File: src/rtl/round_robin_demux_if.sv
// TDM receive-side bundle: incoming slot stream plus per-channel outputs and link status.
interface round_robin_demux_if #(
    parameter int unsigned DATA_WIDTH = 8,
    parameter int unsigned MUX_DEPTH  = 2
);
    logic [DATA_WIDTH-1:0] tdm_data;
    logic                  tdm_valid;
    logic                  frame_sync;
    logic [DATA_WIDTH-1:0] channel_data [0:MUX_DEPTH-1];
    logic [MUX_DEPTH-1:0]  channel_valid;
    logic                  frame_done;
    logic                  locked;
    logic                  sync_err;

    modport master (
        output tdm_data, tdm_valid, frame_sync,
        input  channel_data, channel_valid, frame_done, locked, sync_err
    );

    modport slave (
        input  tdm_data, tdm_valid, frame_sync,
        output channel_data, channel_valid, frame_done, locked, sync_err
    );
endinterface

File: src/rtl/round_robin_demux.sv
// Round-robin TDM demultiplexer: aligns on frame_sync and scatters slot words to channel registers.
// Optional RR_DEMUX_FRAME_BUFFER_EN: buffer a whole frame in shadow registers and publish it atomically.
module round_robin_demux #(
    parameter int unsigned DATA_WIDTH = 8,
    parameter int unsigned MUX_DEPTH  = 2
) (
    input logic               clk,
    input logic               rst,
    round_robin_demux_if.slave bus
);
    localparam int unsigned       SLOT_W    = (MUX_DEPTH > 1) ? $clog2(MUX_DEPTH) : 1;
    localparam logic [SLOT_W-1:0] LAST_SLOT = SLOT_W'(MUX_DEPTH - 1);

    typedef enum logic {
        UNLOCKED = 1'b0,
        LOCKED   = 1'b1
    } state_t;

    state_t                state_q, state_d;
    logic [SLOT_W-1:0]     slot_q, slot_d, wr_slot;
    logic                  wr_en;
    logic                  done_d, err_d;
    logic [MUX_DEPTH-1:0]  valid_d, valid_q;
    logic                  done_q, err_q, locked_q;
    logic [DATA_WIDTH-1:0] data_q [0:MUX_DEPTH-1];

    // Next-state, slot write decode and status strobes
    always_comb begin
        state_d = state_q;
        slot_d  = slot_q;
        wr_en   = 1'b0;
        wr_slot = slot_q;
        err_d   = 1'b0;
        valid_d = '0;

        if (bus.tdm_valid) begin
            if (bus.frame_sync) begin
                // A sync beat always realigns to slot 0; mid-frame it is an error
                wr_en   = 1'b1;
                wr_slot = '0;
                err_d   = (state_q == LOCKED) && (slot_q != '0);
                state_d = LOCKED;
            end else if (state_q == LOCKED) begin
                if (slot_q != '0) begin
                    wr_en = 1'b1;
                end else begin
                    err_d   = 1'b1;
                    state_d = UNLOCKED;
                end
            end
        end

        if (wr_en) begin
            slot_d = (wr_slot == LAST_SLOT) ? '0 : wr_slot + SLOT_W'(1);
        end

        done_d = wr_en && (wr_slot == LAST_SLOT);

`ifdef RR_DEMUX_FRAME_BUFFER_EN
        valid_d = {MUX_DEPTH{done_d}};
`else
        for (int unsigned k = 0; k < MUX_DEPTH; k++) begin
            valid_d[k] = wr_en && (wr_slot == SLOT_W'(k));
        end
`endif
    end

    always_ff @(posedge clk or posedge rst) begin
        if (rst) begin
            state_q  <= UNLOCKED;
            slot_q   <= '0;
            valid_q  <= '0;
            done_q   <= 1'b0;
            err_q    <= 1'b0;
            locked_q <= 1'b0;
        end else begin
            state_q  <= state_d;
            slot_q   <= slot_d;
            valid_q  <= valid_d;
            done_q   <= done_d;
            err_q    <= err_d;
            locked_q <= (state_d == LOCKED);
        end
    end

`ifdef RR_DEMUX_FRAME_BUFFER_EN
    logic [DATA_WIDTH-1:0] shadow_q [0:MUX_DEPTH-1];

    // Collect slots in shadow; the last slot bypasses shadow straight to the outputs
    always_ff @(posedge clk or posedge rst) begin
        if (rst) begin
            for (int unsigned k = 0; k < MUX_DEPTH; k++) begin
                shadow_q[k] <= '0;
                data_q[k]   <= '0;
            end
        end else begin
            for (int unsigned k = 0; k < MUX_DEPTH; k++) begin
                if (wr_en && (wr_slot == SLOT_W'(k))) begin
                    shadow_q[k] <= bus.tdm_data;
                end
                if (done_d) begin
                    data_q[k] <= (k == MUX_DEPTH - 1) ? bus.tdm_data : shadow_q[k];
                end
            end
        end
    end
`else
    always_ff @(posedge clk or posedge rst) begin
        if (rst) begin
            for (int unsigned k = 0; k < MUX_DEPTH; k++) begin
                data_q[k] <= '0;
            end
        end else begin
            for (int unsigned k = 0; k < MUX_DEPTH; k++) begin
                if (valid_d[k]) begin
                    data_q[k] <= bus.tdm_data;
                end
            end
        end
    end
`endif

    assign bus.channel_data  = data_q;
    assign bus.channel_valid = valid_q;
    assign bus.frame_done    = done_q;
    assign bus.locked        = locked_q;
    assign bus.sync_err      = err_q;
endmodule

File: src/flat_wrapper.sv
// flat-port wrapper written by rule: the top's interface ports become plain ports
module round_robin_demux_flat 
#(
    parameter int unsigned DATA_WIDTH = 8,
    parameter int unsigned MUX_DEPTH  = 2
)
  (clk, rst, bus_tdm_data, bus_tdm_valid, bus_frame_sync, bus_channel_data, bus_channel_valid, bus_frame_done, bus_locked, bus_sync_err);
  round_robin_demux_if #(.DATA_WIDTH(DATA_WIDTH), .MUX_DEPTH(MUX_DEPTH)) bus_i ();
  input logic clk;
  input logic rst;
  input wire logic [$bits(bus_i.tdm_data)-1:0] bus_tdm_data;
  input wire logic [$bits(bus_i.tdm_valid)-1:0] bus_tdm_valid;
  input wire logic [$bits(bus_i.frame_sync)-1:0] bus_frame_sync;
  output wire logic [$bits(bus_i.channel_data)-1:0] bus_channel_data;
  output wire logic [$bits(bus_i.channel_valid)-1:0] bus_channel_valid;
  output wire logic [$bits(bus_i.frame_done)-1:0] bus_frame_done;
  output wire logic [$bits(bus_i.locked)-1:0] bus_locked;
  output wire logic [$bits(bus_i.sync_err)-1:0] bus_sync_err;
  assign bus_i.tdm_data = bus_tdm_data;
  assign bus_i.tdm_valid = bus_tdm_valid;
  assign bus_i.frame_sync = bus_frame_sync;
  assign bus_channel_data = {>>{bus_i.channel_data}};
  assign bus_channel_valid = bus_i.channel_valid;
  assign bus_frame_done = bus_i.frame_done;
  assign bus_locked = bus_i.locked;
  assign bus_sync_err = bus_i.sync_err;
  round_robin_demux #(.DATA_WIDTH(DATA_WIDTH), .MUX_DEPTH(MUX_DEPTH)) u_core (.clk(clk), .rst(rst), .bus(bus_i));
endmodule
File: config.mk
export PLATFORM = sky130hd
export DESIGN_NAME = round_robin_demux_flat
export DESIGN_NICKNAME = d
export VERILOG_FILES = /design/src/rtl/round_robin_demux_if.sv /design/src/rtl/round_robin_demux.sv /design/src/flat_wrapper.sv
export SDC_FILE = /design/constraint.sdc
export NUM_CORES = 1
export LEC_CHECK = 0
export ABC_AREA = 0
export ABC_CLOCK_PERIOD_IN_PS = 1500
export CAP_MARGIN = 20
export CORE_MARGIN = 2
export CORE_UTILIZATION = 40
export DETAILED_ROUTE_END_ITERATION = 16
export PLACE_DENSITY = 0.76
export SETUP_SLACK_MARGIN = 0.15
export SYNTH_ARGS = -nofsm -noshare
export SYNTH_HDL_FRONTEND = slang
export SYNTH_SLANG_ARGS = --single-unit
File: constraint.sdc
create_clock -name clk -period 1.5 [get_ports clk]
set_input_delay 0.225 -clock clk [delete_from_list [all_inputs] [get_ports clk]]
set_output_delay 0.225 -clock clk [all_outputs]
set_load 0.01 [all_outputs]
======== Yosys cells after proc, flatten, opt, wreduce, memory -nomap -nowiden ========
Index checks and enable logic that the tools add are counted.
storage, ports and cells
  logic and storage cells ................. 23
  latch bits .............................. 0
  output and inout port bits .............. 21
  flip-flop bits (word level) ............. 22
  ROM bits ................................ 0
  bits of input ports ..................... 12
  memories ................................ 0
  memory bits (writable) .................. 0
operators by class
  add/subtract/negate cells ............... 1
  mux-type cells .......................... 11
  multiply operators ...................... 0
  $lt $le $gt $ge ......................... 0
  bitwise logic cells ..................... 1
  divide/modulo/power cells ............... 0
  reduce and logical (&&, ||, !) cells .... 3
  equal/unequal tests ..................... 0
  shifts and indexed selects .............. 0
operators with widths
  kind                 count
  $mux 1               11
  $logic_and 1x1->1    3
  $add 1x1->1 const B  1
  $not 1->1            1

======== Depth between registers and ports, before layout ========
  word-level depth ........................ 5
  gate-level depth with buffers ........... 2
  depth with buffers taken out ............ 2

======== Least setup slack after synthesis ========
No wires, ideal clock.
  kind .................................... register to register
  from .................................... register u_core.state_q
  to ...................................... register u_core.data_q (netlist bit u_core.bus.channel_data[0])
  stages on the path, launching flop included .. 3
  library setup time ...................... 0.125 ns
  path buffers ............................ 0
  data arrival time ....................... 0.945 ns
  setup slack ............................. 0.430 ns
  cell sequence ........................... dfrtp_1 nand4b_4 mux2_2
on the way
  cells in the longest elaborated chain, start to end .. 4
RTL lines
  what                            RTL line                  source
  start: declaration              round_robin_demux.sv:19   state_t state_q, state_d;
  start signal: assignment        round_robin_demux.sv:77   state_q <= state_d;
  $mux 1                          round_robin_demux.sv:43   end else if (state_q == LOCKED) begin
  $mux 1                          round_robin_demux.sv:37   if (bus.frame_sync) begin
  $mux 1                          round_robin_demux.sv:36   if (bus.tdm_valid) begin
  $logic_and 1x1->1               round_robin_demux.sv:63   valid_d[k] = wr_en && (wr_slot == SLOT_W'(k));
  end signal: indexed assignment  round_robin_demux.sv:116  data_q[k] <= bus.tdm_data;
  end: declaration                round_robin_demux.sv:25   logic [DATA_WIDTH-1:0] data_q [0:MUX_DEPTH-1];
No other way between the ends.
A chain may end at the register's enable or synchronous reset.

======== Final worst setup path ========
  from .................................... register u_core.data_q (netlist bit u_core.bus.channel_data[13])
  to ...................................... output bus_channel_data[13]
RTL lines
  what              RTL line            source
  end: declaration  flat_wrapper.sv:14  output wire logic [$bits(bus_i.channel_data)-1:0] bus_channel_data;
No word-level cell between the ends.

==> run summary <==
Number of cells traversed by the worst register-to-register path: 3
Cts bufs inserted: 3
Category of the most critical setup path: register to primary output
Reg2reg end: u_core.bus.channel_data[7]
Vias in the first global route: 551
Part of the cycle the worst path needs: 80.3%
Master cell of the clock root buffer: sky130_fd_sc_hd__clkbuf_4
Total of warnings raised by yosys: 0
Global routing usage summed across all routing layers: 13.8%
Kind of end point of the critical path: primary output
Pre-Repair DR Iteration Count: 2
HPWL reported at the end of detailed placement: 1070 um
Chip width: 48.6 um
Routed vias/inst: 4.65
Global routing met2 resource utilization: 23.1%
P per Cell Area: 1250 nW/um^2
DR vias: 539
Arrival time of the worst setup path: 0.98 ns
Mean instance size in the synthesized netlist: 15.9 um^2
First DRT Iteration DRCs: 2
Remaining number of nets flagged by the antenna check after routing: 0
Layout cell share with drive strength beyond 1: 28.1%
Setup_tns: 0 ns
Pin count of the biggest net entering global routing: 22
Busiest layer in global routing: met2
Clock latency on the worst-skew pair: 0.29 ns
Delay-heaviest family, CP: flip-flops
Number of antenna violations at the first check in global routing: 0
Startpoint Class: register
Post-Route Hold Slack: 0.254 ns
Count of maximum capacitance violations: 0
Leakage power summed over all cells: 0.587 nW
Number of sinks handled by clock tree synthesis: 21
FF-to-FF Start: u_core.state_q
Post-layout min period: 1.20 ns
Average wire per cell in the routed design: 12.8 um
Wire length after detailed routing: 1480 um
Maximum ir drop on the vdd rail: 918 uV
I/O Buffers: 32
Timing-limited maximum frequency: 0.830 GHz
Final number of setup-violating endpoints: 0
Starting utilization of the core area: 41.3%
Worst path buffer plus inverter count: 1
Area growth from synthesis to layout: 47.9%
Max Root-Sink Buffers: 2
Hold WC Path Type: input pin to async pin
Max stage delay cell, worst path: sky130_fd_sc_hd__dfrtp_1
Met1 track utilization from global routing: 15.8%
Number of library cell types mapped by synthesis: 12
Register area share after synthesis: 66.1%
Slew at the pin closest to its max-slew limit: 0.260 ns
Nets in the synthesized netlist: 62
Hold Vio Cnt, Final: 0
Level count of the clock H-tree: 1
Final weighted congestion of routability-driven global placement: 0.668
Hold_buf cts: 0
Commonest non-fill, non-tap cells in the layout: 21 x sky130_fd_sc_hd__dfrtp_1, 20 x sky130_fd_sc_hd__dlygate4sd2_1, 16 x sky130_fd_sc_hd__mux2_2, 11 x sky130_fd_sc_hd__clkdlybuf4s50_1
Clock-pin slew reported for the worst setup and hold paths after clock tree synthesis: 0.11 ns
Commonest non-fill, non-tap cell in the layout: sky130_fd_sc_hd__dfrtp_1
Post-layout net count: 102
Global-route wire length before repair: 2450 um
Run status: finished clean
I/O pin count: 33
Minimum setup slack among reg-to-reg paths: 0.31 ns
Final worst clock skew: 0.00280 ns
Die area: 2360 um^2
Number of register bits inferred by synthesis: 21
Number of instances in the synthesized netlist: 50
Global-route track usage on met3: 4.63%
Required time at the worst-slack endpoint: 1.27 ns
Leftover overflow at the end of global routing: 0
Die span in y: 48.6 um
Dpl cell area: 1160 um^2
Cell Chain, Critical Path: dlygate4sd2_1
Area of the mapped netlist: 795 um^2
Design Area, Final: 1170 um^2
Unrepaired setup endpoints after global routing: false
Remaining design rule violation count: 0
Standard-cell row count: 16
Maximum cell stage delay along the critical path: 0.40 ns
CTS tree: yes
Max Transition Viols Final: 0
Antenna diode count: 0
Max-Slew Margin vs Limit: 82.6%
Critical path peak fanout: 2
Core box area: 1920 um^2
-- area by class of cell --
| class | count | area [um^2] |
|---|---|---|
| clock buffer | 4 | 26.3 |
| inverter | 4 | 15.0 |
| sequential | 21 | 526 |
| tap | 27 | 33.8 |
| multi-input combinational | 24 | 246 |
| timing repair buffer | 36 | 328 |
| fill | 177 | 747 |
-- synthesized netlist by cell type --
| master | instances | area [um^2] |
|---|---|---|
| sky130_fd_sc_hd__dfrtp_1 | 21 | 526 |
| sky130_fd_sc_hd__mux2_2 | 16 | 180 |
| sky130_fd_sc_hd__inv_1 | 4 | 15.0 |
| sky130_fd_sc_hd__a22o_1 | 1 | 8.76 |
| sky130_fd_sc_hd__buf_4 | 1 | 7.51 |
| sky130_fd_sc_hd__nand2_1 | 1 | 3.75 |
| sky130_fd_sc_hd__nand2_2 | 1 | 6.26 |
| sky130_fd_sc_hd__nand4b_4 | 1 | 23.8 |
| sky130_fd_sc_hd__nor2_1 | 1 | 3.75 |
| sky130_fd_sc_hd__nor2b_1 | 1 | 6.26 |
| sky130_fd_sc_hd__o21ai_0 | 1 | 5.00 |
| sky130_fd_sc_hd__xor2_1 | 1 | 8.76 |
-- logic make-up after synthesis --
kind of cell    count (synthesis)  synth area share, %
flops                          21                 66.1
xor+xnor                        1                 1.10
buf+inv                         5                 2.83
mux                            16                 22.7
simple gates                    5                 5.51
compound gates                  2                 1.73
-- what timing repair did --
item,in CTS,in global routing
resized for setup,20,1
buffers inserted,1,0
setup endpoints to repair,21,1
-- routing by layer --
layer	vias to the layer above	share of wire (%)
li1	250	-
met2	20	51
met5	-	0
met1	269	43
met3	0	5.3
met4	0	0
-- worst register-to-register path, cell delays in order (launching register included) --
cell	delay, ns
sky130_fd_sc_hd__dfrtp_1	0.39
sky130_fd_sc_hd__buf_4	0.15
sky130_fd_sc_hd__nand4b_4	0.18
sky130_fd_sc_hd__mux2_2	0.36
-- worst max path at each step --
| stage | start | end | cells after the start |
|---|---|---|---|
| after CTS | u_core.state_q | bus_locked | 1 |
| final | u_core.bus.channel_data[13] | bus_channel_data[13] | 1 |
| after global placement | bus_tdm_valid | u_core.bus.channel_data[6] | 3 |
| after detailed placement | bus_tdm_valid | u_core.bus.channel_data[0] | 3 |
| after global routing | u_core.bus.channel_data[8] | bus_channel_data[8] | 1 |
| after floorplan | u_core.state_q | u_core.bus.channel_data[0] | 2 |
-- per-stage QoR --
| step | setup slack [ns] | util [%] | instances | power, mW |
|---|---|---|---|---|
| 6_report | 0.296 | 61.1 | 116 | 1.47 |
| 5_1_grt | 0.251 | 61.1 | 116 | 1.55 |
| 4_1_cts | 0.0697 | 61.0 | 116 | 1.50 |
| 3_5_place_dp | 0.00559 | 60.5 | 111 | 1.32 |
| 3_3_place_gp | 0.0270 | 60.5 | 111 | 1.31 |
| 2_1_floorplan | 0.430 | - | 50 | 0.990 |
-- sequential cells by signal, indices dropped and copies added, names as in the netlist --
register                  count
u_core.bus.channel_data      16
u_core.state_q                1
u_core.bus.sync_err           1
u_core.bus.channel_valid      1
u_core.bus.frame_done         1
u_core.slot_q                 1
-- power by group --
group	switching (mW)	leakage [nW]	total (mW)	internal [mW]
logic	0.189	0.320	0.454	0.265
clock network	0.153	0.0150	0.256	0.103
registers	0.0601	0.252	0.758	0.698
(Power assumes the default switching activity.)
